## config.mk

```make
export PLATFORM = sky130hd
export DESIGN_NAME = hazard_ctrl_flat
export DESIGN_NICKNAME = d
export VERILOG_FILES = /design/src/rtl/hazard_ctrl_if.sv /design/src/rtl/hazard_ctrl.sv /design/src/flat_wrapper.sv
export SDC_FILE = /design/constraint.sdc
export NUM_CORES = 1
export LEC_CHECK = 0
export BUFFER_PORTS_ARGS = -buffer_cell sky130_fd_sc_hd__buf_4
export CAP_MARGIN = 20
export CELL_PAD_IN_SITES_DETAIL_PLACEMENT = 1
export CELL_PAD_IN_SITES_GLOBAL_PLACEMENT = 1
export CORE_UTILIZATION = 32
export CTS_CLUSTER_DIAMETER = 50
export DETAILED_ROUTE_END_ITERATION = 16
export PLACE_DENSITY = 0.81
export SKIP_LAST_GASP = 1
export SLEW_MARGIN = 10
export SYNTH_ARGS = -nofsm -noshare
export SYNTH_HDL_FRONTEND = slang
export SYNTH_SLANG_ARGS = --single-unit
```

## constraint.sdc

```tcl
create_clock -name clk -period 2.6 [get_ports clk]
set_input_delay 0.13 -clock clk [delete_from_list [all_inputs] [get_ports clk]]
set_output_delay 0.13 -clock clk [all_outputs]
set_load 0.02 [all_outputs]
```

## src/rtl/hazard_ctrl_if.sv

```systemverilog
// -----------------------------------------------------------------------------
// hazard_ctrl_if
// Signals between the pipeline and the hazard controller.
//   slave  : hazard controller side. Pipeline status comes in, stall/flush/hold
//            controls and the stall statistic go out.
//   master : pipeline side. It drives the status and receives the controls.
// Signal summary:
//   id_valid, id_rs1[2:0], id_rs2[2:0], id_use1, id_use2   ID stage operands
//   ex_valid, ex_rd[2:0], ex_load, ex_mult, br_taken       EX stage status
//   stall_if, stall_id, bubble_ex, flush_id, ex_hold       pipeline controls
//   stall_cnt[15:0]                                        stall-cycle count
// -----------------------------------------------------------------------------
interface hazard_ctrl_if;
  logic        id_valid;
  logic [2:0]  id_rs1;
  logic [2:0]  id_rs2;
  logic        id_use1;
  logic        id_use2;
  logic        ex_valid;
  logic [2:0]  ex_rd;
  logic        ex_load;
  logic        ex_mult;
  logic        br_taken;
  logic        stall_if;
  logic        stall_id;
  logic        bubble_ex;
  logic        flush_id;
  logic        ex_hold;
  logic [15:0] stall_cnt;

  modport slave (
    input  id_valid, id_rs1, id_rs2, id_use1, id_use2,
    input  ex_valid, ex_rd, ex_load, ex_mult, br_taken,
    output stall_if, stall_id, bubble_ex, flush_id, ex_hold, stall_cnt
  );

  modport master (
    output id_valid, id_rs1, id_rs2, id_use1, id_use2,
    output ex_valid, ex_rd, ex_load, ex_mult, br_taken,
    input  stall_if, stall_id, bubble_ex, flush_id, ex_hold, stall_cnt
  );
endinterface

```

## src/rtl/hazard_ctrl.sv

```systemverilog
// -----------------------------------------------------------------------------
// hazard_ctrl
// Pipeline hazard controller: load-use stalls, multi-cycle EX holds and
// taken-branch flushes for a short in-order pipeline.
//
// Ports:
//   clk    in   rising-edge clock
//   rst_n  in   asynchronous active-low reset
//   bus    hazard_ctrl_if.slave (pipeline status in, controls out)
//
// Parameters:
//   MULT_CYCLES   total EX occupancy of a multi-cycle op (2..15)
//   FLUSH_CYCLES  total cycles flush_id is held after a taken branch (1..15)
//
// Build option:
//   HAZARD_STATS_EN  when defined, stall_cnt counts cycles with stall_if high
//                    (saturating). When undefined, stall_cnt is tied to 0 and
//                    no counter register is built.
//
// States:
//   state     | meaning
//   ----------+----------------------------------------------------------
//   RUN       | normal flow; branch / mult / load-use events are decoded
//   MULT_WAIT | multi-cycle op occupies EX; stall front end, hold EX
//   FLUSH     | remaining cycles of a taken-branch flush of IF-ID
// -----------------------------------------------------------------------------
module hazard_ctrl #(
  parameter int MULT_CYCLES  = 4,
  parameter int FLUSH_CYCLES = 2
) (
  input  logic          clk,
  input  logic          rst_n,
  hazard_ctrl_if.slave  bus
);

  typedef enum logic [1:0] {
    RUN       = 2'd0,
    MULT_WAIT = 2'd1,
    FLUSH     = 2'd2
  } state_e;

  // The cycle that detects the event is itself the first cycle of the
  // sequence, so the counter is loaded with the remaining count minus one
  // and the state is left on the cycle where it reads zero.
  localparam logic [3:0] MULT_LOAD  = 4'(MULT_CYCLES - 2);
  localparam logic [3:0] FLUSH_LOAD = 4'(FLUSH_CYCLES - 2);

  state_e     state_q, state_d;
  logic [3:0] cnt_q, cnt_d;

  logic load_use;
  logic stall_if_d;
  logic stall_id_d;
  logic bubble_ex_d;
  logic flush_id_d;
  logic ex_hold_d;

  always_comb begin
    load_use = bus.ex_valid && bus.ex_load && bus.id_valid &&
               ((bus.id_use1 && (bus.id_rs1 == bus.ex_rd)) ||
                (bus.id_use2 && (bus.id_rs2 == bus.ex_rd)));
  end

  always_ff @(posedge clk or negedge rst_n) begin
    if (!rst_n) begin
      state_q <= RUN;
      cnt_q   <= 4'd0;
    end else begin
      state_q <= state_d;
      cnt_q   <= cnt_d;
    end
  end

  always_comb begin
    state_d     = state_q;
    cnt_d       = cnt_q;
    stall_if_d  = 1'b0;
    stall_id_d  = 1'b0;
    bubble_ex_d = 1'b0;
    flush_id_d  = 1'b0;
    ex_hold_d   = 1'b0;

    unique case (state_q)
      RUN: begin
        // Priority: branch beats mult beats load-use.
        if (bus.ex_valid && bus.br_taken) begin
          flush_id_d  = 1'b1;
          bubble_ex_d = 1'b1;
          if (FLUSH_CYCLES > 1) begin
            cnt_d   = FLUSH_LOAD;
            state_d = FLUSH;
          end
        end else if (bus.ex_valid && bus.ex_mult) begin
          stall_if_d = 1'b1;
          stall_id_d = 1'b1;
          ex_hold_d  = 1'b1;
          cnt_d      = MULT_LOAD;
          state_d    = MULT_WAIT;
        end else if (load_use) begin
          stall_if_d  = 1'b1;
          stall_id_d  = 1'b1;
          bubble_ex_d = 1'b1;
        end
      end

      MULT_WAIT: begin
        stall_if_d = 1'b1;
        stall_id_d = 1'b1;
        ex_hold_d  = 1'b1;
        if (cnt_q == 4'd0) begin
          state_d = RUN;
        end else begin
          cnt_d = cnt_q - 4'd1;
        end
      end

      FLUSH: begin
        flush_id_d = 1'b1;
        if (cnt_q == 4'd0) begin
          state_d = RUN;
        end else begin
          cnt_d = cnt_q - 4'd1;
        end
      end

      default: begin
        state_d = RUN;
        cnt_d   = 4'd0;
      end
    endcase
  end

  assign bus.stall_if  = stall_if_d;
  assign bus.stall_id  = stall_id_d;
  assign bus.bubble_ex = bubble_ex_d;
  assign bus.flush_id  = flush_id_d;
  assign bus.ex_hold   = ex_hold_d;

`ifdef HAZARD_STATS_EN
  logic [15:0] stall_cnt_q, stall_cnt_d;

  always_comb begin
    stall_cnt_d = stall_cnt_q;
    if (stall_if_d && (stall_cnt_q != 16'hFFFF)) begin
      stall_cnt_d = stall_cnt_q + 16'd1;
    end
  end

  always_ff @(posedge clk or negedge rst_n) begin
    if (!rst_n) begin
      stall_cnt_q <= 16'd0;
    end else begin
      stall_cnt_q <= stall_cnt_d;
    end
  end

  assign bus.stall_cnt = stall_cnt_q;
`else
  assign bus.stall_cnt = 16'd0;
`endif

endmodule

```

## src/flat_wrapper.sv

```systemverilog
// flat-port wrapper written by rule: the top's interface ports become plain ports
module hazard_ctrl_flat 
#(
  parameter int MULT_CYCLES  = 4,
  parameter int FLUSH_CYCLES = 2
)
  (clk, rst_n, bus_id_valid, bus_id_rs1, bus_id_rs2, bus_id_use1, bus_id_use2, bus_ex_valid, bus_ex_rd, bus_ex_load, bus_ex_mult, bus_br_taken, bus_stall_if, bus_stall_id, bus_bubble_ex, bus_flush_id, bus_ex_hold, bus_stall_cnt);
  hazard_ctrl_if bus_i ();
  input  logic clk;
  input  logic rst_n;
  input wire logic [$bits(bus_i.id_valid)-1:0] bus_id_valid;
  input wire logic [$bits(bus_i.id_rs1)-1:0] bus_id_rs1;
  input wire logic [$bits(bus_i.id_rs2)-1:0] bus_id_rs2;
  input wire logic [$bits(bus_i.id_use1)-1:0] bus_id_use1;
  input wire logic [$bits(bus_i.id_use2)-1:0] bus_id_use2;
  input wire logic [$bits(bus_i.ex_valid)-1:0] bus_ex_valid;
  input wire logic [$bits(bus_i.ex_rd)-1:0] bus_ex_rd;
  input wire logic [$bits(bus_i.ex_load)-1:0] bus_ex_load;
  input wire logic [$bits(bus_i.ex_mult)-1:0] bus_ex_mult;
  input wire logic [$bits(bus_i.br_taken)-1:0] bus_br_taken;
  output wire logic [$bits(bus_i.stall_if)-1:0] bus_stall_if;
  output wire logic [$bits(bus_i.stall_id)-1:0] bus_stall_id;
  output wire logic [$bits(bus_i.bubble_ex)-1:0] bus_bubble_ex;
  output wire logic [$bits(bus_i.flush_id)-1:0] bus_flush_id;
  output wire logic [$bits(bus_i.ex_hold)-1:0] bus_ex_hold;
  output wire logic [$bits(bus_i.stall_cnt)-1:0] bus_stall_cnt;
  assign bus_i.id_valid = bus_id_valid;
  assign bus_i.id_rs1 = bus_id_rs1;
  assign bus_i.id_rs2 = bus_id_rs2;
  assign bus_i.id_use1 = bus_id_use1;
  assign bus_i.id_use2 = bus_id_use2;
  assign bus_i.ex_valid = bus_ex_valid;
  assign bus_i.ex_rd = bus_ex_rd;
  assign bus_i.ex_load = bus_ex_load;
  assign bus_i.ex_mult = bus_ex_mult;
  assign bus_i.br_taken = bus_br_taken;
  assign bus_stall_if = bus_i.stall_if;
  assign bus_stall_id = bus_i.stall_id;
  assign bus_bubble_ex = bus_i.bubble_ex;
  assign bus_flush_id = bus_i.flush_id;
  assign bus_ex_hold = bus_i.ex_hold;
  assign bus_stall_cnt = bus_i.stall_cnt;
  hazard_ctrl #(.MULT_CYCLES(MULT_CYCLES), .FLUSH_CYCLES(FLUSH_CYCLES)) u_core (.clk(clk), .rst_n(rst_n), .bus(bus_i));
endmodule
```

==> flow_metrics.env, run 1 <==
export IMPL_h_tree_depth=1
export IMPL_antenna_found_initial=0
export IMPL_drive_above_1_share_pct=25.47
export IMPL_slew_viol_final=0
export IMPL_yosys_warnings=0
export IMPL_postCtsSetupRepairBufs=0
export IMPL_yosysMostFrequentCell="buf_4"
export IMPL_worstSkewPairLatency_ns=0.24
export IMPL_wl_per_cell_um=12.54
export IMPL_synth_area_leaders="dfrtp_1, buf_4, ha_1"
export IMPL_first_iter_violations=8
export IMPL_pre_cts_slack_ns=0.9561
export IMPL_fin_ws_ns=0.6944
export IMPL_drt_wl_total_mm=1.668
export IMPL_synth_top_area_share_pct=21.98
export IMPL_area_growth_pct=23.44
export IMPL_power_density_nw_per_um2=1024
export IMPL_track_usage_pct=16.92
export IMPL_synth_top_area_cell="dfrtp_1"
export IMPL_clock_fmax_mhz=524.8
export IMPL_ios=39
export IMPL_r2r_slack_ns=0.95
export IMPL_drc_errors=0
export IMPL_crit_fanout=7
export IMPL_required_ns=2.47
export IMPL_worstSetupPathType="reg2out"
export IMPL_cts_sinks=6
export IMPL_synth_ff_type="dfrtp_1"
export IMPL_synth_edf_count=0
export IMPL_grt_pass1_vias=600
export IMPL_switching_share_pct=48.84
export IMPL_clkSlewWorstSetupHoldPaths_ns=0.05
export IMPL_synth_top_family_by_area="buffers and inverters"
export IMPL_seqPwrFrac_pct=20.4
export IMPL_start_util_pct=34.47
export IMPL_synth_distinct_cells=32
export IMPL_vias=615
export IMPL_syn_area_per_cell_sq_um=8.331
export IMPL_muxShareOfSynthArea_pct=1.465
export IMPL_grt_first_pass_wirelength_mm=2.573
export IMPL_fin_nets=132
export IMPL_synthXorXnorAreaFrac_pct=7.692
export IMPL_hold_class="in2async"
export IMPL_viasPerCell=4.624
export IMPL_cts_buffers=3
export IMPL_hold_viol=0
export IMPL_fin_skew_ns=0.0007455
export IMPL_rsz0062_at_grt="no"
export IMPL_die_w_um=48.21
export IMPL_yosys_area_share_simple_pct=17.03
export IMPL_core_sq_um=1982
export IMPL_die_area_sq_um=2324
export IMPL_synth_compound_area_share_pct=17.22
export IMPL_syn_inst=82
export IMPL_num_rows=16
export IMPL_async_reset_ff_share_pct=100.0
export IMPL_clock_path_buffers=2
export IMPL_dr_pass1_iters=4
export IMPL_yosys_register_bits=6
export IMPL_cts_tree="yes"
export IMPL_p_int_mw=0.4420
export IMPL_fillers=245
export IMPL_synth_common_cells="buf_4, inv_1, dfrtp_1, ha_1, xnor2_1"
export IMPL_gp_congestion=0.8156
export IMPL_synth_fa_ha_area_share_pct=10.99
export IMPL_min_period_ns=1.906
export IMPL_clockPowerShare_pct=10.1
export IMPL_outcome="finished clean"
export IMPL_die_height_um=48.21
export IMPL_ys_seq_area_share_pct=21.98
export IMPL_cp_arrival_ns=1.78
export IMPL_p_comb_share_pct=69.5
export IMPL_clock_root_buffer="clkbuf_4"
export IMPL_netlist_area_sq_um=683.2
export IMPL_switching_power_mw=0.4219
export IMPL_vdd_drop_max_mv=0.4486
export IMPL_hpwl_mm=1.435
export IMPL_setup_viol=0
export IMPL_detail_route_antenna_nets=0
export IMPL_finalCritPeriodShare_pct=73.29
export IMPL_grt_max_degree=8
export IMPL_fin_setup_tns_ns=0
export IMPL_drv_cap=0
export IMPL_end_kind="output pin"
export IMPL_power_leakage_nw=0.4144
export IMPL_cp_start_kind="flip-flop"
export IMPL_numPortBuffers=22
export IMPL_grt_ovfl_total=0
export IMPL_antenna_cells=0
[stage by stage]
| stage | hold slack, ns | power [mW] | instance area, sq um | utilization (%) | std cells |
|---|---|---|---|---|---|
| final | 0.2335 | 0.8639 | 843.3 | 42.55 | 133 |
| after global routing | 0.2353 | 0.9333 | 843.3 | 42.55 | 133 |
| after CTS | 0.2327 | 0.8734 | 843.3 | 42.55 | 133 |
| after detailed placement | -0.05707 | 0.7762 | 810.8 | 40.91 | 129 |
| after global placement | -0.05771 | 0.7431 | 810.8 | 40.91 | 129 |
| after floorplan | -0.1656 | 0.6093 | 739.5 | - | 97 |
[kinds of logic after synthesis]
family                     after synthesis
other                                    1
DFF                                      6
adders and majority gates                6
buffers and inverters                   25
AOI/OAI and AO/OA                       18
and+or+nand+nor                         19
muxes                                    1
xor gates and xnor gates                 6
[path summary, 6_finish.rpt]
kind	start	to	depth (start not counted)
max	u_core.state_q[0]	bus_stall_id	7
min	rst_n	u_core.cnt_q[1]	2
max reg2reg	u_core.state_q[0]	u_core.cnt_q[3]	6
min reg2reg	u_core.cnt_q[2]	u_core.cnt_q[2]	1
max in group asynchronous	rst_n	u_core.cnt_q[3]	2
min in group clk	bus_ex_mult	u_core.state_q[0]	3
[layout make-up]
cell class,count,area [sq um],area share [%]
Clock buffer,3,22.52,2.671
Inverter,8,30.03,3.561
Tap cell,27,33.78,4.006
Sequential cell,6,150.1,17.80
Timing Repair Buffer,23,175.2,20.77
Multi-Input combinational cell,66,431.7,51.19
[sequential cells by signal, indices dropped and copies added (netlist names)]
register,cells
u_core.cnt_q,4
u_core.state_q,2
[power groups by stage]
| stage | sequential [mW] | clock, mW | combinational, mW |
|---|---|---|---|
| after global routing | 0.181 | 0.0950 | 0.657 |
| after CTS | 0.176 | 0.0905 | 0.607 |
| after global placement | 0.175 | 0 | 0.569 |
| after floorplan | 0.168 | 0 | 0.441 |
| final | 0.176 | 0.0873 | 0.600 |
| after detailed placement | 0.178 | 0 | 0.598 |
[routing by layer]
metal,GRT usage [%],vias to the layer above,part of all wire (%)
met5,0,-,0
met4,8.333,0,1.1
met3,4.444,4,6.6
met2,32.80,30,55
met1,16.11,283,37
li1,-,298,-
[placed cells by master, fill, tap and decap left out, drive strengths merged]
master       count
o22ai            2
and4             1
dlygate4sd3      1
nand2b           2
a31oi            1
a21oi            1
clkbuf           3
a21o             1
inv              8
nand2            2
a21boi           1
a32o             1
a41oi            1
nor3             1
nand4            2
xnor2            6
o31ai            1
o21ai            6
and2             1
nand3            2
o21bai           1
or3              1
nand3b           1
nor3b            1
nor2b            3
ha               6
mux2i            1
dfrtp            6
conb            16
buf             22
a22oi            1
o211ai           1
nor2             2
[critical path: stages (launching register included)]
cell and delay (ns):
dfrtp_1 0.42, inv_1 0.10, ha_1 0.27, nor2b_1 0.21, nand3_1 0.12, nand2b_1 0.10, o21bai_1 0.13, buf_4 0.17
[repair_timing]
action / 4_1_cts / 5_1_grt
endpoints found under the hold margin: 6 / 0
hold buffers: 1 / 0
gates resized for setup: 0 / 0
endpoints found under the setup margin: 0 / 0
No activity file was read; power rests on OpenSTA's default activity.
==> inputs of run 2 (changes only) <==
--- a/config.mk
+++ b/config.mk
@@ -9,10 +9,10 @@
 export CAP_MARGIN = 20
 export CELL_PAD_IN_SITES_DETAIL_PLACEMENT = 1
 export CELL_PAD_IN_SITES_GLOBAL_PLACEMENT = 1
-export CORE_UTILIZATION = 32
+export CORE_UTILIZATION = 29
 export CTS_CLUSTER_DIAMETER = 50
 export DETAILED_ROUTE_END_ITERATION = 16
-export PLACE_DENSITY = 0.81
+export PLACE_DENSITY = 0.75
 export SKIP_LAST_GASP = 1
 export SLEW_MARGIN = 10
 export SYNTH_ARGS = -nofsm -noshare
==> constraint.sdc (replaced) <==
create_clock -name clk -period 1.9 [get_ports clk]
set_input_delay 0.095 -clock clk [delete_from_list [all_inputs] [get_ports clk]]
set_output_delay 0.095 -clock clk [all_outputs]
set_load 0.02 [all_outputs]
==> run 2 against run 1 <==
  * Wire length increased by 4.2%
  * Highest routed layer is now met3
  * Clock power increased by 42%
  * Total power increased by 46%
  * Utilization decreased by 3.2 points
  * Clock skew about the same
==> flow_metrics.env, run 2 (same netlist as run 1, synthesis figures left out) <==
export IMPL_outcome="finished clean"
export IMPL_critPathLaunch="u_core.state_q[0]"
export IMPL_dpl_cell_area_sq_um=812.0
export IMPL_grt_max_degree=8
export IMPL_fin_skew_ns=0.0008020
export IMPL_r2r_slack_ns=0.31
export IMPL_die_w_um=50.54
export IMPL_p_int_mw=0.6641
export IMPL_detail_route_antenna_nets=0
export IMPL_cts_sinks=6
export IMPL_required_ns=1.80
export IMPL_vias=619
export IMPL_drt_wl_total_mm=1.738
export IMPL_largest_register_ffs=4
export IMPL_viasPerCell=4.585
export IMPL_fillers=299
export IMPL_clock_root_buffer="clkbuf_4"
export IMPL_power_leakage_nw=0.4253
export IMPL_grt_pass1_vias=625
export IMPL_numPortBuffers=22
export IMPL_final_cell_area_sq_um=870.8
export IMPL_fin_setup_tns_ns=0
export IMPL_slew_viol_final=0
export IMPL_p_comb_share_pct=70.6
export IMPL_crit_fanout=7
export IMPL_end_kind="output pin"
export IMPL_first_iter_violations=5
export IMPL_cts_buffers=3
export IMPL_clockPowerShare_pct=9.9
export IMPL_layout_cells_non_filler=135
export IMPL_grt_ovfl_total=0
export IMPL_hold_class="in2async"
export IMPL_placedCellCount=130
export IMPL_hpwl_mm=1.419
export IMPL_worstSetupPathType="reg2out"
export IMPL_hold_viol=0
export IMPL_top_regs="u_core.cnt_q: 4 flops, u_core.state_q: 2 flops"
export IMPL_h_tree_depth=1
export IMPL_power_density_nw_per_um2=1449
export IMPL_cp_arrival_ns=1.65
export IMPL_final_common_cell="buf_4"
export IMPL_regMostFlops="u_core.cnt_q"
export IMPL_clock_fmax_mhz=573.9
export IMPL_start_util_pct=30.88
export IMPL_fin_nets=133
export IMPL_switching_power_mw=0.5974
export IMPL_wl_per_cell_um=12.87
export IMPL_drive_above_1_share_pct=30.84
export IMPL_rsz0062_at_grt="no"
export IMPL_worstSkewPairLatency_ns=0.25
export IMPL_ios=39
export IMPL_antenna_cells=0
export IMPL_setup_viol=0
export IMPL_drc_errors=0
export IMPL_cts_tree="yes"
export IMPL_vdd_drop_max_mv=0.4688
export IMPL_r2r_start="u_core.cnt_q[0]"
export IMPL_switching_share_pct=47.35
export IMPL_num_rows=17
export IMPL_min_period_ns=1.742
export IMPL_die_height_um=50.54
export IMPL_cp_start_kind="flip-flop"
export IMPL_dr_pass1_iters=3
export IMPL_clock_path_buffers=2
export IMPL_antenna_found_initial=0
export IMPL_grt_first_pass_wirelength_mm=2.753
export IMPL_final_cell_mix="buf_4, conb_1, xnor2_1, inv_1, dfrtp_1"
export IMPL_area_growth_pct=27.47
export IMPL_finalCritPeriodShare_pct=91.71
export IMPL_gp_congestion=0.7523
export IMPL_drv_cap=0
export IMPL_clkSlewWorstSetupHoldPaths_ns=0.05
export IMPL_core_sq_um=2212
export IMPL_track_usage_pct=14.75
export IMPL_seqPwrFrac_pct=19.5
export IMPL_die_area_sq_um=2554
[run 2: final timing paths]
kind,end,cells after the start
min reg2reg,u_core.cnt_q[2],1
min,u_core.cnt_q[3],2
max in group asynchronous,u_core.cnt_q[2],2
max reg2reg,u_core.cnt_q[2],6
max,bus_stall_id,7
min in group clk,u_core.state_q[0],3
[run 2: per-stage QoR]
step	hold slack [ns]	total power [mW]	setup slack (ns)	util [%]
after floorplan	-0.2006	0.8337	0.1412	-
after global placement	-0.09266	1.025	0.2853	36.71
after detailed placement	-0.09160	1.050	0.2424	36.71
after CTS	0.1895	1.202	0.003147	38.29
after global routing	0.2004	1.376	0.02722	39.37
final	0.1955	1.262	0.1576	39.37
[run 2: area by class of cell]
type / count / area [sq um] / area share [%]
multi-input combinational: 66 / 450.4 / 51.72
timing repair buffer: 24 / 182.7 / 20.98
sequential: 6 / 150.1 / 17.24
tap: 28 / 35.03 / 4.023
inverter: 8 / 30.03 / 3.448
clock buffer: 3 / 22.52 / 2.586
[run 2: critical path: stages, from the launching register on]
cell and delay (ns):
dfrtp_1 0.40, inv_2 0.08, ha_4 0.18, nor2b_2 0.15, nand3_1 0.10, nand2b_1 0.10
o21bai_2 0.21, buf_4 0.17
[run 2: repair_timing]
item	CTS	global route
endpoints found under the hold margin	6	0
setup endpoints to repair	2	2
buffers inserted	0	1
resized for setup	1	5
hold buffers	1	0
[run 2: power groups by stage]
stage	registers, mW	clock network (mW)	logic (mW)
2_1_floorplan	0.230	0	0.604
3_3_place_gp	0.238	0	0.787
3_5_place_dp	0.246	0	0.804
4_1_cts	0.243	0.127	0.832
5_1_grt	0.254	0.138	0.985
6_report	0.246	0.124	0.891
[run 2: per-layer routing]
metal  wire (um)  vias to the layer above  track usage [%]
li1            -                      299                -
met1         620                      293            14.60
met2        1017                       27            29.33
met3         100                        0            3.939
met4           0                        0            4.167
met5           0                        -                0
